**src/rtl/instr_sequencer_pkg.sv**
```systemverilog
`default_nettype none
// ============================================================================
// Module      : instr_sequencer_pkg
// Description : Shared types and constants for the fetch/execute sequencer.
//               Holds the sequencer state encoding, the opcode field
//               position within the instruction word and the phase numbering.
// Revision    : 1.0 - initial release
// ============================================================================
package instr_sequencer_pkg;

   // Sequencer states. The state register drives every timing output
   // directly, so these codes are fixed.
   typedef enum logic [2:0] {
      ST_IDLE   = 3'd0,
      ST_T0     = 3'd1,
      ST_T1     = 3'd2,
      ST_T2     = 3'd3,
      ST_T3     = 3'd4,
      ST_HALTED = 3'd5
   } seq_state_e;

   // Opcode field positions in an 8-bit instruction word. The opcode is
   // always the top OPCODE_W bits, whatever the word width.
   localparam int OPCODE_MSB = 7;
   localparam int OPCODE_LSB = 4;
   localparam int OPCODE_W   = OPCODE_MSB - OPCODE_LSB + 1;

   // Values reported on the phase output.
   localparam logic [1:0] PHASE_T0 = 2'd0;
   localparam logic [1:0] PHASE_T1 = 2'd1;
   localparam logic [1:0] PHASE_T2 = 2'd2;
   localparam logic [1:0] PHASE_T3 = 2'd3;

endpackage : instr_sequencer_pkg
`default_nettype wire

```
**src/rtl/instr_sequencer_phase_gen.sv**
```systemverilog
`default_nettype none
// ============================================================================
// Module      : instr_sequencer_phase_gen
// Description : Four-phase state machine of the instruction sequencer,
//               including the step rising-edge detector and the
//               single-step mode flag.
// Ports       : clk      - system clock
//               rst_n    - asynchronous active-low reset
//               run      - free-run level
//               step     - single-step request (edge detected here)
//               restart  - synchronous return to IDLE
//               wrapped  - last fetched address was the final one
//               state    - current sequencer state
// Revision    : 1.0 - initial release
// ============================================================================
module instr_sequencer_phase_gen
   import instr_sequencer_pkg::*;
#(
   parameter int WRAP = 0
) (
   input  logic       clk,
   input  logic       rst_n,
   input  logic       run,
   input  logic       step,
   input  logic       restart,
   input  logic       wrapped,
   output seq_state_e state
);

   seq_state_e state_q, state_d;
   logic       step_d_q, step_d_d;
   logic       single_mode_q, single_mode_d;
   logic       step_rise;

   always_ff @(posedge clk or negedge rst_n) begin
      if (!rst_n) begin
         state_q       <= ST_IDLE;
         step_d_q      <= 1'b0;
         single_mode_q <= 1'b0;
      end else begin
         state_q       <= state_d;
         step_d_q      <= step_d_d;
         single_mode_q <= single_mode_d;
      end
   end

   always_comb begin
      state_d       = state_q;
      single_mode_d = single_mode_q;
      step_d_d      = step;
      step_rise     = step & ~step_d_q;

      case (state_q)
         ST_IDLE: begin
            if (restart)        state_d = ST_IDLE;
            else if (run)       state_d = ST_T0;
            else if (step_rise) state_d = ST_T0;
         end
         ST_T0:   state_d = restart ? ST_IDLE : ST_T1;
         ST_T1:   state_d = restart ? ST_IDLE : ST_T2;
         ST_T2:   state_d = restart ? ST_IDLE : ST_T3;
         ST_T3: begin
            if (restart)                     state_d = ST_IDLE;
            else if (wrapped && (WRAP == 0)) state_d = ST_HALTED;
            else if (run && !single_mode_q)  state_d = ST_T0;
            else                             state_d = ST_IDLE;
         end
         ST_HALTED: begin
            if (restart) state_d = ST_IDLE;
         end
         default: state_d = ST_IDLE;
      endcase

      // The flag belongs to one stepped instruction: it is dropped whenever
      // the machine (re)enters IDLE, and armed only when a step edge, not
      // run, launched the instruction.
      if (state_d == ST_IDLE) begin
         single_mode_d = 1'b0;
      end else if ((state_q == ST_IDLE) && (state_d == ST_T0)) begin
         single_mode_d = ~run;
      end
   end

   assign state = state_q;

endmodule : instr_sequencer_phase_gen
`default_nettype wire

```
**src/rtl/instr_sequencer.sv**
```systemverilog
`default_nettype none
// ============================================================================
// Module      : instr_sequencer
// Description : Fetch/execute sequencer. Steps a PC through the instruction
//               memory, latches each instruction and generates the
//               T0..T3 timing with a single-cycle T2 execute strobe.
// Ports       : clk, rst_n       - clock, async active-low reset
//               run, step        - free-run level / single-step request
//               restart          - synchronous PC clear and return to IDLE
//               mem_addr         - instruction address (PC register)
//               mem_data         - instruction read data
//               opcode, operand  - latched instruction fields
//               t2, phase        - execute strobe, current phase
//               busy, halted     - executing / stopped at end of program
//               instr_done       - one-cycle pulse in T3
// Revision    : 1.0 - initial release
// ============================================================================
module instr_sequencer
   import instr_sequencer_pkg::*;
#(
   parameter int PC_WIDTH    = 4,
   parameter int INSTR_WIDTH = 8,
   parameter int WRAP        = 0
) (
   input  logic                         clk,
   input  logic                         rst_n,
   input  logic                         run,
   input  logic                         step,
   input  logic                         restart,
   output logic [PC_WIDTH-1:0]          mem_addr,
   input  logic [INSTR_WIDTH-1:0]       mem_data,
   output logic [OPCODE_W-1:0]          opcode,
   output logic [INSTR_WIDTH-OPCODE_W-1:0] operand,
   output logic                         t2,
   output logic [1:0]                   phase,
   output logic                         busy,
   output logic                         halted,
   output logic                         instr_done
);

   seq_state_e             state;
   logic [PC_WIDTH-1:0]    pc_q, pc_d;
   logic [INSTR_WIDTH-1:0] ir_q, ir_d;
   logic                   wrapped_q, wrapped_d;

   instr_sequencer_phase_gen #(
      .WRAP (WRAP)
   ) u_phase_gen (
      .clk     (clk),
      .rst_n   (rst_n),
      .run     (run),
      .step    (step),
      .restart (restart),
      .wrapped (wrapped_q),
      .state   (state)
   );

   always_ff @(posedge clk or negedge rst_n) begin
      if (!rst_n) begin
         pc_q      <= '0;
         ir_q      <= '0;
         wrapped_q <= 1'b0;
      end else begin
         pc_q      <= pc_d;
         ir_q      <= ir_d;
         wrapped_q <= wrapped_d;
      end
   end

   // Restart clears the PC in every state. A restart landing in T1 also
   // suppresses the fetch, so the previous instruction stays in IR.
   always_comb begin
      pc_d      = pc_q;
      ir_d      = ir_q;
      wrapped_d = wrapped_q;
      if (restart) begin
         pc_d = '0;
      end else if (state == ST_T1) begin
         ir_d      = mem_data;
         pc_d      = pc_q + PC_WIDTH'(1);
         wrapped_d = &pc_q;
      end
   end

   // Timing outputs decode from the state register alone.
   always_comb begin
      t2         = 1'b0;
      busy       = 1'b0;
      halted     = 1'b0;
      instr_done = 1'b0;
      phase      = PHASE_T0;
      case (state)
         ST_T0: begin
            busy  = 1'b1;
            phase = PHASE_T0;
         end
         ST_T1: begin
            busy  = 1'b1;
            phase = PHASE_T1;
         end
         ST_T2: begin
            busy  = 1'b1;
            t2    = 1'b1;
            phase = PHASE_T2;
         end
         ST_T3: begin
            busy       = 1'b1;
            instr_done = 1'b1;
            phase      = PHASE_T3;
         end
         ST_HALTED: halted = 1'b1;
         default: ;
      endcase
   end

   assign mem_addr = pc_q;
   assign opcode   = ir_q[INSTR_WIDTH-1 -: OPCODE_W];
   assign operand  = ir_q[INSTR_WIDTH-OPCODE_W-1:0];

endmodule : instr_sequencer
`default_nettype wire
```
**config.mk**
```make
export PLATFORM = sky130hd
export DESIGN_NAME = instr_sequencer
export DESIGN_NICKNAME = d
export VERILOG_FILES = /design/src/rtl/instr_sequencer_pkg.sv /design/src/rtl/instr_sequencer_phase_gen.sv /design/src/rtl/instr_sequencer.sv
export SDC_FILE = /design/constraint.sdc
export NUM_CORES = 1
export LEC_CHECK = 0
export CORE_ASPECT_RATIO = 0.75
export CORE_MARGIN = 4
export CORE_UTILIZATION = 37
export DETAILED_ROUTE_END_ITERATION = 8
export GPL_ROUTABILITY_DRIVEN = 0
export PLACE_DENSITY_LB_ADDON = 0.25
export REMOVE_ABC_BUFFERS = 1
export SLEW_MARGIN = 20
export SYNTH_ARGS = -nofsm -noshare
export SYNTH_HDL_FRONTEND = slang
export SYNTH_SLANG_ARGS = --single-unit
```
**constraint.sdc**
```tcl
create_clock -name clk -period 1.45 [get_ports clk]
set_input_delay 0.29 -clock clk [delete_from_list [all_inputs] [get_ports clk]]
set_output_delay 0.29 -clock clk [all_outputs]
set_load 0.02 [all_outputs]
```
# After elaboration in Yosys (flattened, before gate mapping)
# Cells that the tools add are included.
# totals
out_inout_bits	18
input_bits	13
ff_bits	18
word_cells	47
# classes
n_eq_ne	6
n_reduce_logical	10
bitwise	4
muxes	20
add_sub_neg	1
# ops
op	count
two-way mux 3 bit	7
case mux 3 bit (6 select lines)	1
two-way mux 4 bit	2
two-way mux 1 bit	7
equality test 3 x 1 -> 1 bit (second input constant)	2
equality test 3 x 2 -> 1 bit (second input constant)	2
equality test 3 bit (second input constant)	2
logical NOT 3 bit	2
case mux 2 bit (3 select lines)	1
adder 4 x 1 -> 4 bit (second input constant)	1
two-way mux 2 bit	2
AND reduction 4 bit	1
nonzero test 2 bit	2
OR reduction 4 bit	1
inverter 1 bit	3
logical AND 1 bit	2
AND reduction 2 bit	1
AND 1 bit	1
logical NOT 1 bit	1

# Logic depth before layout (Yosys ltp)
# logic_depth
word_depth	10
ltp_mapped	5
depth_no_buf	4

# By module
# From an unflattened synthesis, not the netlist that was laid out.
# hier_totals
cells_unflattened	73
area_unflattened_um2	864.6
# by_module_without_submodules
module	cells_each	area_each_um2	instances	seq_area_each_um2
instr_sequencer	46	606.8	1	325.3
instr_sequencer_phase_gen	27	257.7	1	125.1

# Worst setup path after synthesis
# No wires, ideal clock.
# synth_timing
path_type	register -> register
startpoint	register u_phase_gen.state_q[2] (netlist: u_phase_gen.state[2])
endpoint	register ir_q[0]
slack_ns	-0.012
t_required_ns	1.325
period_less_slack_ns	1.462
stages_incl_launch_ff	5
setup_ns	0.125
t_arrival_ns	1.337
n_path_buf	1
path_cell_list	dfrtp_1 > nor3b_4 > and2b_1 > buf_6 > mux2_2
# synth_via
elab_chain_cells	2
# synth_lines
item	line	text
start: declaration	instr_sequencer_phase_gen.sv:30	seq_state_e state_q, state_d;
start signal: assignment	instr_sequencer_phase_gen.sv:41	state_q <= state_d;
equality test 3 x 2 -> 1 bit	instr_sequencer.sv:78	end else if (state == ST_T1) begin
AND reduction 2 bit (no source line)	--	
end signal: assignment	instr_sequencer.sv:65	ir_q <= ir_d;
end: declaration	instr_sequencer.sv:43	logic [INSTR_WIDTH-1:0] ir_q, ir_d;
# Every way passes these cells.
# A chain may end at the register's enable or synchronous reset.

# Final worst setup path
# layout_timing
startpoint	register u_phase_gen.state_q[1] (netlist: u_phase_gen.state[1])
endpoint	output phase[0]
# layout_via
elab_chain_cells	2
word_cells_on_any_way	4
cone_classes	eq/ne (3); mux (1)
# layout_lines
item	line	text
equality test 3 bit / equality test 3 x 2 -> 1 bit (equally long branches)	instr_sequencer.sv:92	case (state)
case mux 2 bit (3 select lines) *	instr_sequencer.sv:92	
end: declaration	instr_sequencer.sv:35	output logic [1:0] phase,
# Mark *: on every way between the ends. The rest lies on a longest branch, timed or not.

==> impl_metrics.csv <==
group,metric,value,unit
synth,syn_area,833.3,µm²
grt,met2_usage,20.35,%
synth,synth-seq-area-share,54.05,%
run,drv_cap,0,
route,final_antenna_net_count,0,
clock_network,clk_pin_slew,0.10,ns
synth,ys_top_cells_by_area,"dfrtp_1 (54%), mux2_2 (11%), nor2_1 (3.2%)",
route,wl_per_cell,13.22,µm
timing,fin_crit_sh,107.8,%
finish,antenna_cells,0,
finish,nets,139,
clock_network,clkLatencyLatePin,0.28,ns
placement,io_buffers,30,
clock_network,cts_made_buffers,3,
worst_setup_path,critPathRequiredTime,1.16,ns
die,fp.dieH,49.10,µm
die,core_area,2067,µm²
synth,ys_types,25,
synth,yosysTopAreaCellShare,54.05,%
synth,syn_inst,73,
grt,use_met3,5.760,%
worst_setup_path,criticalPathCategory,"flop to output pin",
grt,antenna_found_initial,0,
die,num_rows,14,
worst_setup_path,ff2ff_path_depth,5,
pwr,power_density,1321,nW/µm²
route,drtIter0Drc,18,
synth,synth_edf_count,0,
timing,max_freq,639.7,MHz
status,violations,"negative setup slack",
clock_network,cts_tree,"built",
synth,synth.largest_area_cell,"dfrtp_1",
worst_setup_path,cp_data_arrival_time,1.27,ns
pwr,p_leak,0.0006917,µW
timing,max_slew_margin,83.30,%
die,dieArea,3083,µm²
synth,synth_seq_cells,18,
die,io_pins,31,
worst_setup_path,r2r-end,"ir_q[7]",
die,initial_core_util,40.31,%
grt,track_usage,13.46,%
hold_path,holdCritPathClass,"input pin to async pin",
grt,grt_max_degree,19,
timing,finalSetupViolCount,15,
timing,setup_slack,-0.1133,ns
die,die_x,62.80,µm
clock_network,cts.hold.buffers_added,0,
status,status,"finished with violations",
worst_setup_path,critPathLaunchType,"flop",
grt,grt_pass1_vias,721,
timing,hold_viol_final,0,
synth,yosys_warnings,0,
grt,grt_pass1_wl,3318,µm
synth,async_flop_share,100.0,%
timing,holdWs,0.3229,ns
placement,post-dp-hpwl,1482,µm
timing,final-max-slew-violation-count,0,
grt,grt_overflow,0,
worst_setup_path,rrSetupSlack,-0.11,ns
worst_setup_path,critPathCaptureType,"output pin",
worst_setup_path,r2r_start,"u_phase_gen.state[2]",
route,vias_per_cell,4.721,
clock_network,cts_sinks,18,
route,firstDrtPassIters,2,
worst_setup_path,path_max_fanout,6,
timing,setup_tns,-1.268,ns
clock_network,htreeDepth,1,
pwr,vdd_ir_drop_max,0.8098,mV
timing,fin_crit,1.563,ns
placement,dp.cells,138,
finish,instances_no_fill,147,
finish,syn_to_final_growth,68.17,%
timing,rsz0062_at_grt,"true",
synth,synth_ff_type,"dfrtp_1",
synth,synth_common_cells,"dfrtp_1 (18), mux2_2 (8), nor2_1 (7)",
grt,grtUsageMet1,18.61,%
clock_network,clockRootBuffer,"clkbuf_4",
timing,skew,0.006800,ns
route,num_vias,694,
grt,grt-busiest-layer,"met2",
route,drc,0,
timing,tightest_slew,0.2505,ns
synth,yosysMostFrequentCell,"dfrtp_1",
clock_network,clockBufferDepth,2,
finish,drive_above_1_share,43.90,%
route,finalWirelength,1944,µm
synth,avgSynthCellArea,11.42,µm²
## kinds of logic (layout without fill, tap and decap cells)
kind of cell | Yosys count | count (layout) | synth area share, %
AO/OA/AOI/OAI | 10 | 10 | 7.809
multiplexers | 9 | 9 | 12.01
XOR/XNOR | 5 | 5 | 5.256
buffers and inverters | 8 | 58 | 4.654
AND/OR/NAND/NOR | 22 | 22 | 14.72
adder cells (fa/ha/maj) | 1 | 1 | 1.501
flip-flops | 18 | 18 | 54.05
## sequential cells by signal, indices dropped and copies added, names as in the netlist
signal and flops:
wrapped_q 1, u_phase_gen.single_mode_q 1, mem_addr 4, ir_q 8
u_phase_gen.step_d_q 1, u_phase_gen.state 3
## layout by cell type, fill, tap and decap left out, drive strengths merged, types with 3 or more instances in the layout
master         instances
clkdlybuf4s50         12
dlygate4sd2           12
nand2                  4
nor2                   7
mux2                   8
dfrtp                 18
clkbuf                 3
buf                   26
xnor2                  3
inv                    5
o21ai                  4
## per-stage QoR
step                      utilization (%)  power [µW]  area [µm²]  worst slack, ns
after floorplan                         -        1123       813.3          -0.1490
final                               67.80        1851        1401          -0.1133
after global routing                67.80        1968        1401          -0.1652
after detailed placement            61.02        1566        1261          -0.3087
after global placement              61.02        1546        1261          -0.2797
after CTS                           65.38        1830        1351          -0.1664
## worst max-delay path, cell delays in order (launching register included)
cell     delay, ns
dfrtp_2       0.45
nor3b_4       0.17
or2_4         0.25
buf_6         0.13
## how the worst max path moves through the flow
stage                              start  endpoint  slack [ns]  cells after the start
floorplan           u_phase_gen.state[0]   ir_q[0]       -0.15                      3
global placement    u_phase_gen.state[2]  phase[1]       -0.28                      4
detailed placement  u_phase_gen.state[2]  phase[1]       -0.31                      4
finish              u_phase_gen.state[1]  phase[0]       -0.11                      3
global route        u_phase_gen.state[1]  phase[0]       -0.17                      3
CTS                 u_phase_gen.state[1]        t2       -0.17                      4
## power by group
part           internal (µW)  switching, µW
clock network           96.3            139
registers                642           94.9
logic                    484            395
## area by class of cell
class / instances / area, µm²
clock buffers: 3 / 22.52
fillers: 154 / 665.6
inverters: 5 / 18.77
multi-input cells: 47 / 420.4
flip-flops and latches: 18 / 454.2
well taps: 24 / 30.03
repair buffers: 50 / 455.4
## per-layer routing
metal	vias up	part of all wire, %
met5	-	0
met2	18	45
met4	0	0
met3	0	5.8
met1	326	50
li1	350	-
## timing repair
| item | 4_1_cts | 5_1_grt |
|---|---|---|
| pin swaps | 5 | 7 |
| endpoints found under the hold margin | 0 | 0 |
| setup endpoints to repair | 28 | 18 |
| gates resized for setup | 61 | 16 |
| buffers inserted | 4 | 2 |
(Power assumes the default switching activity.)
==> RTL change 1 (same flow settings) <==
Register the output `mem_addr` once more, with the module's reset; this adds one clock of latency there. The other outputs are not delayed to match.
--- a/src/rtl/instr_sequencer.sv
+++ b/src/rtl/instr_sequencer.sv
@@ -115,3 +115,9 @@
 
-   assign mem_addr = pc_q;
+   always_ff @(posedge clk or negedge rst_n) begin
+      if (!rst_n) begin
+         mem_addr <= '0;
+      end else begin
+         mem_addr <= pc_q;
+      end
+   end
    assign opcode   = ir_q[INSTR_WIDTH-1 -: OPCODE_W];
Behaviour: not the same (Yosys sat finds a counterexample within 4 cycles, from zero or initial values and one cycle with rst_n low).
==> RTL change 1 against the unedited design <==
- the flow still finishes with violations (setup timing)
- sequential share of layout area is 3.3 points higher
- sequential power is 16% higher
- synthesized area is 12% higher
- critical path type unchanged
- total power increased by 22%
- design area is 11% higher
- global-route usage grew 1.9 points
- worst setup slack worse by 0.063 ns
- sequential cell count is 4 higher
- wire length up 35%
- utilization is 1.7 points lower
- synthesized cell count up 5.5%
- via count up 13%
==> RTL change 1: results (changes against the unedited design) <==
sequential-to-total area share from yosys stat 0.590 (+0.0493); Post-Synth XOR/XNOR Area 0.0469 (-0.00564); # fillers 197 (+28%); Worst IR Drop VDD 0.00102 V (+26%); Cell Area, Synth 933 µm² (+12%); Final WS setup -0.176 ns (-0.0625 ns); critical path arrival 1.34 ns (+0.07 ns); normalized max-slew margin 0.810 (-0.0232); Reg-to-Reg Start u_phase_gen.state[0]; layout cells sized above 1 0.429 (-0.0105); vias in the first global route 803 (+11%); setup violators final 16 (+1); run status finished, violations left; Compound-Gate Fraction of Synth Area 0.0697 (-0.00837); Met1 Wirelength 998 µm (+3.6%); cell area after placement 0.00134 mm² (+6.2%); failing checks setup timing; clock transition at the registers of the reported paths 0.13 ns (+0.03 ns); Fin Setup TNS -1.78 ns (-0.511 ns); global-route met3 utilization 0.0497 (-0.00793); clk_skew 0.0164 ns (+0.00959 ns); dpl ws -0.291 ns (+0.0174 ns); Worst R2R Setup Slack -0.14 ns (-0.03 ns); ranking of synthesized cells by area dfrtp_1 (59%), mux2_2 (9.7%), nor2_1 (2.8%); r2r endpoint ir_q[2]; met1 GRT Util 0.173 (-0.0130); Pre-Repair DR Iteration Count 4 (+2); uppermost routed layer met4
-- RTL change 1: timing repair --
action                     4_1_cts  5_1_grt
resized for setup               63       23
pin swaps                        5        2
setup buffers                    6        3
setup endpoints to repair       26       16
-- RTL change 1: power breakdown --
part	internal (mW)	switching [mW]
Clock	0.280	0.195
Sequential	0.759	0.0969
Combinational	0.489	0.432
Total	1.53	0.723
-- RTL change 1: layout make-up --
cell class,count,area (µm²),area share
inverters,5,18.8,0.0121
flip-flops and latches,22,554,0.357
clock inverters,1,30.0,0.0194
clock buffers,3,22.5,0.0145
multi-input cells,47,440,0.284
repair buffers,48,443,0.285
well taps,34,42.5,0.0274
-- RTL change 1: metrics by stage --
step / hold WS (ns) / std cells
2_1_floorplan: -0.00559 / 74
3_3_place_gp: 0.408 / 149
3_5_place_dp: 0.412 / 149
4_1_cts: 0.312 / 159
5_1_grt: 0.320 / 160
6_report: 0.296 / 160
==> RTL change 2 (config.mk and constraints unchanged) <==
Made on the original files. `WRAP` is set to 0 in 2 places; all go to 1.
--- a/src/rtl/instr_sequencer_phase_gen.sv
+++ b/src/rtl/instr_sequencer_phase_gen.sv
@@ -18,3 +18,3 @@
 #(
-   parameter int WRAP = 0
+   parameter int WRAP = 1
 ) (
--- a/src/rtl/instr_sequencer.sv
+++ b/src/rtl/instr_sequencer.sv
@@ -22,3 +22,3 @@
    parameter int INSTR_WIDTH = 8,
-   parameter int WRAP        = 0
+   parameter int WRAP        = 1
 ) (
Function: same outputs for any inputs over 10 cycles, from zero or initial values and one cycle with rst_n low; that may be too few to reach the edited logic, so the function may still have changed.
==> RTL change 2 against the unedited design <==
- synthesized area fell by 3.0%
- largest cell class is now sequential cells
- combinational power decreased by 11%
- wire length shrank 4.3%
- critical endpoint is now phase[1]
- sequential cell count is 1 lower
- design area fell by 8.1%
- worst hold slack lost 0.0035 ns
- utilization is 5.0 points lower
- global-route usage decreased by 0.38 points
- non-clock buffer count down 5
- critical path depth stayed put
- total power shrank 8.4%
- worst setup slack improved by 0.0079 ns
- the flow still finishes with violations (setup timing)
==> RTL change 2: results (changes against the unedited design) <==
sw power 568 µW (-9.7%); Final HPWL DP 1330 µm (-10%); Max FO, Critical Path 4 (-2); dpl ws -0.301 ns (+0.00734 ns); CTS buffer count 3 (unchanged); failing checks setup timing; fraction of registers with async set/reset 1.00 (unchanged); # fillers 176 (+14%); Worst R2R Setup Slack -0.06 ns (+0.05 ns); Residual DRC 0 (unchanged); Fin Setup TNS -0.729 ns (+0.539 ns); I/O Buffers 30 (unchanged); Lkg Pwr 0.620 nW (-10%); Worst IR Drop VDD 0.000839 V (+3.6%); top cells by count, synth dfrtp_1 (17), nor2_1 (10), mux2_2 (8), xnor2_1 (5); Pre-Repair DR Iteration Count 4 (+2); max reg flops 8 (unchanged); gr usage total 0.131 (-0.00381); layout cells sized above 1 0.354 (-0.0850); clock transition at the registers of the reported paths 0.09 ns; run status finished, violations left; vias in the first global route 672 (-6.8%); CTS Buffer Depth 2 (unchanged); drt via density 4.85 (+2.7%); DRT iter0 DRCs 26 (+8); Distinct cells, synth 28 (+12%); Hold Path Class in2async; dpl cells 129 (-6.5%); hold buffers post-CTS 0 (unchanged); Synth Instances 69 (-5.5%); clk_skew 0.00530 ns (-0.00150 ns); first-pass GRT wire length 2960 µm (-11%); DRT Wirelength 1860 µm (-4.3%); # diodes 0 (unchanged); Slew Viols, Final 0 (unchanged); ranking of synthesized cells by area dfrtp_1 (53%), mux2_2 (11%), xnor2_1 (5.4%); worst-margin pin slew 0.258 ns (+0.00714 ns); Root Driver clkbuf_4; setup violators final 13 (-2); sequential-to-total area share from yosys stat 0.526 (-0.0142); largest net degree at the start of global routing 18 (-1); critical path arrival 1.27 ns (about the same); Top reg by flops ir_q; initial antenna violation count 0 (unchanged); H-tree depth 1 (unchanged); drt wl/cell 13.6 µm (+2.7%); Final WS setup -0.105 ns (+0.00794 ns); Max Cap Viol 0 (unchanged); Skew-Pair Late Insertion Delay about 0.29 ns; Synth Warn # 0 (unchanged)
-- RTL change 2: cell types whose count changed after synthesis, moves of 2 or more --
cell     before  now
nand3_1       0    2
nor2_1        7   10
o21ai_0       4    1
nand2_1       4    1
nand4_1       2    0
xor2_1        2    0
inv_1         5    2
xnor2_1       3    5
-- RTL change 2: area by class of cell --
type                            instances  area share
Clock buffer                            4      0.0204
Inverter                                2     0.00583
Multi-Input combinational cell         45       0.300
Sequential cell                        17       0.331
Tap cell                               24      0.0233
Timing Repair Buffer                   45       0.319
-- RTL change 2: metrics by stage --
stage | hold slack (ns) | instance area, µm²
final | 0.319 | 1290
after global placement | 0.490 | 1190
after floorplan | -0.00559 | 769
after global routing | 0.326 | 1290
after CTS | 0.329 | 1250
after detailed placement | 0.494 | 1190
-- RTL change 2: path summary, 6_finish.rpt --
check,start,end,depth (start not counted)
max,u_phase_gen.state[1],phase[1],3
min,rst_n,u_phase_gen.state[0],2
max reg2reg,u_phase_gen.state[0],ir_q[7],5
min reg2reg,ir_q[5],ir_q[5],1
max in group asynchronous,rst_n,u_phase_gen.state[0],2
min in group clk,step,u_phase_gen.step_d_q,1
-- RTL change 2: power groups by stage --
stage	clock [mW]	combinational, mW	sequential [mW]
2_1_floorplan	0	0.201	0.840
3_3_place_gp	0	0.764	0.676
3_5_place_dp	0	0.770	0.682
4_1_cts	0.256	0.768	0.673
5_1_grt	0.280	0.825	0.693
6_report	0.246	0.778	0.672
-- RTL change 2: worst max-delay path: stages, from the launching register on --
cell and delay, ns:
dfrtp_1 0.39, or2b_4 0.28, o22ai_2 0.17, buf_6 0.14
-- RTL change 2: cells by family after synthesis --
logic type | share of synthesized area
xor gates and xnor gates | 0.0542
and+or+nand+nor | 0.156
AOI/OAI and AO/OA | 0.0666
DFF | 0.526
adders and majority gates | 0.0155
buffers and inverters | 0.0573
muxes | 0.124
-- RTL change 2: repair_timing --
action	in CTS	in global routing
endpoints found under the setup margin	26	14
pin swaps	1	0
setup buffers	2	2
resized for setup	53	7
-- RTL change 2: routing by layer --
metal / vias up / share of wire / track usage
met5: - / 0 / 0
met4: 0 / 0 / 0.0212
met3: 0 / 0.068 / 0.0505
met2: 21 / 0.45 / 0.193
met1: 323 / 0.48 / 0.184
li1: 320 / - / -
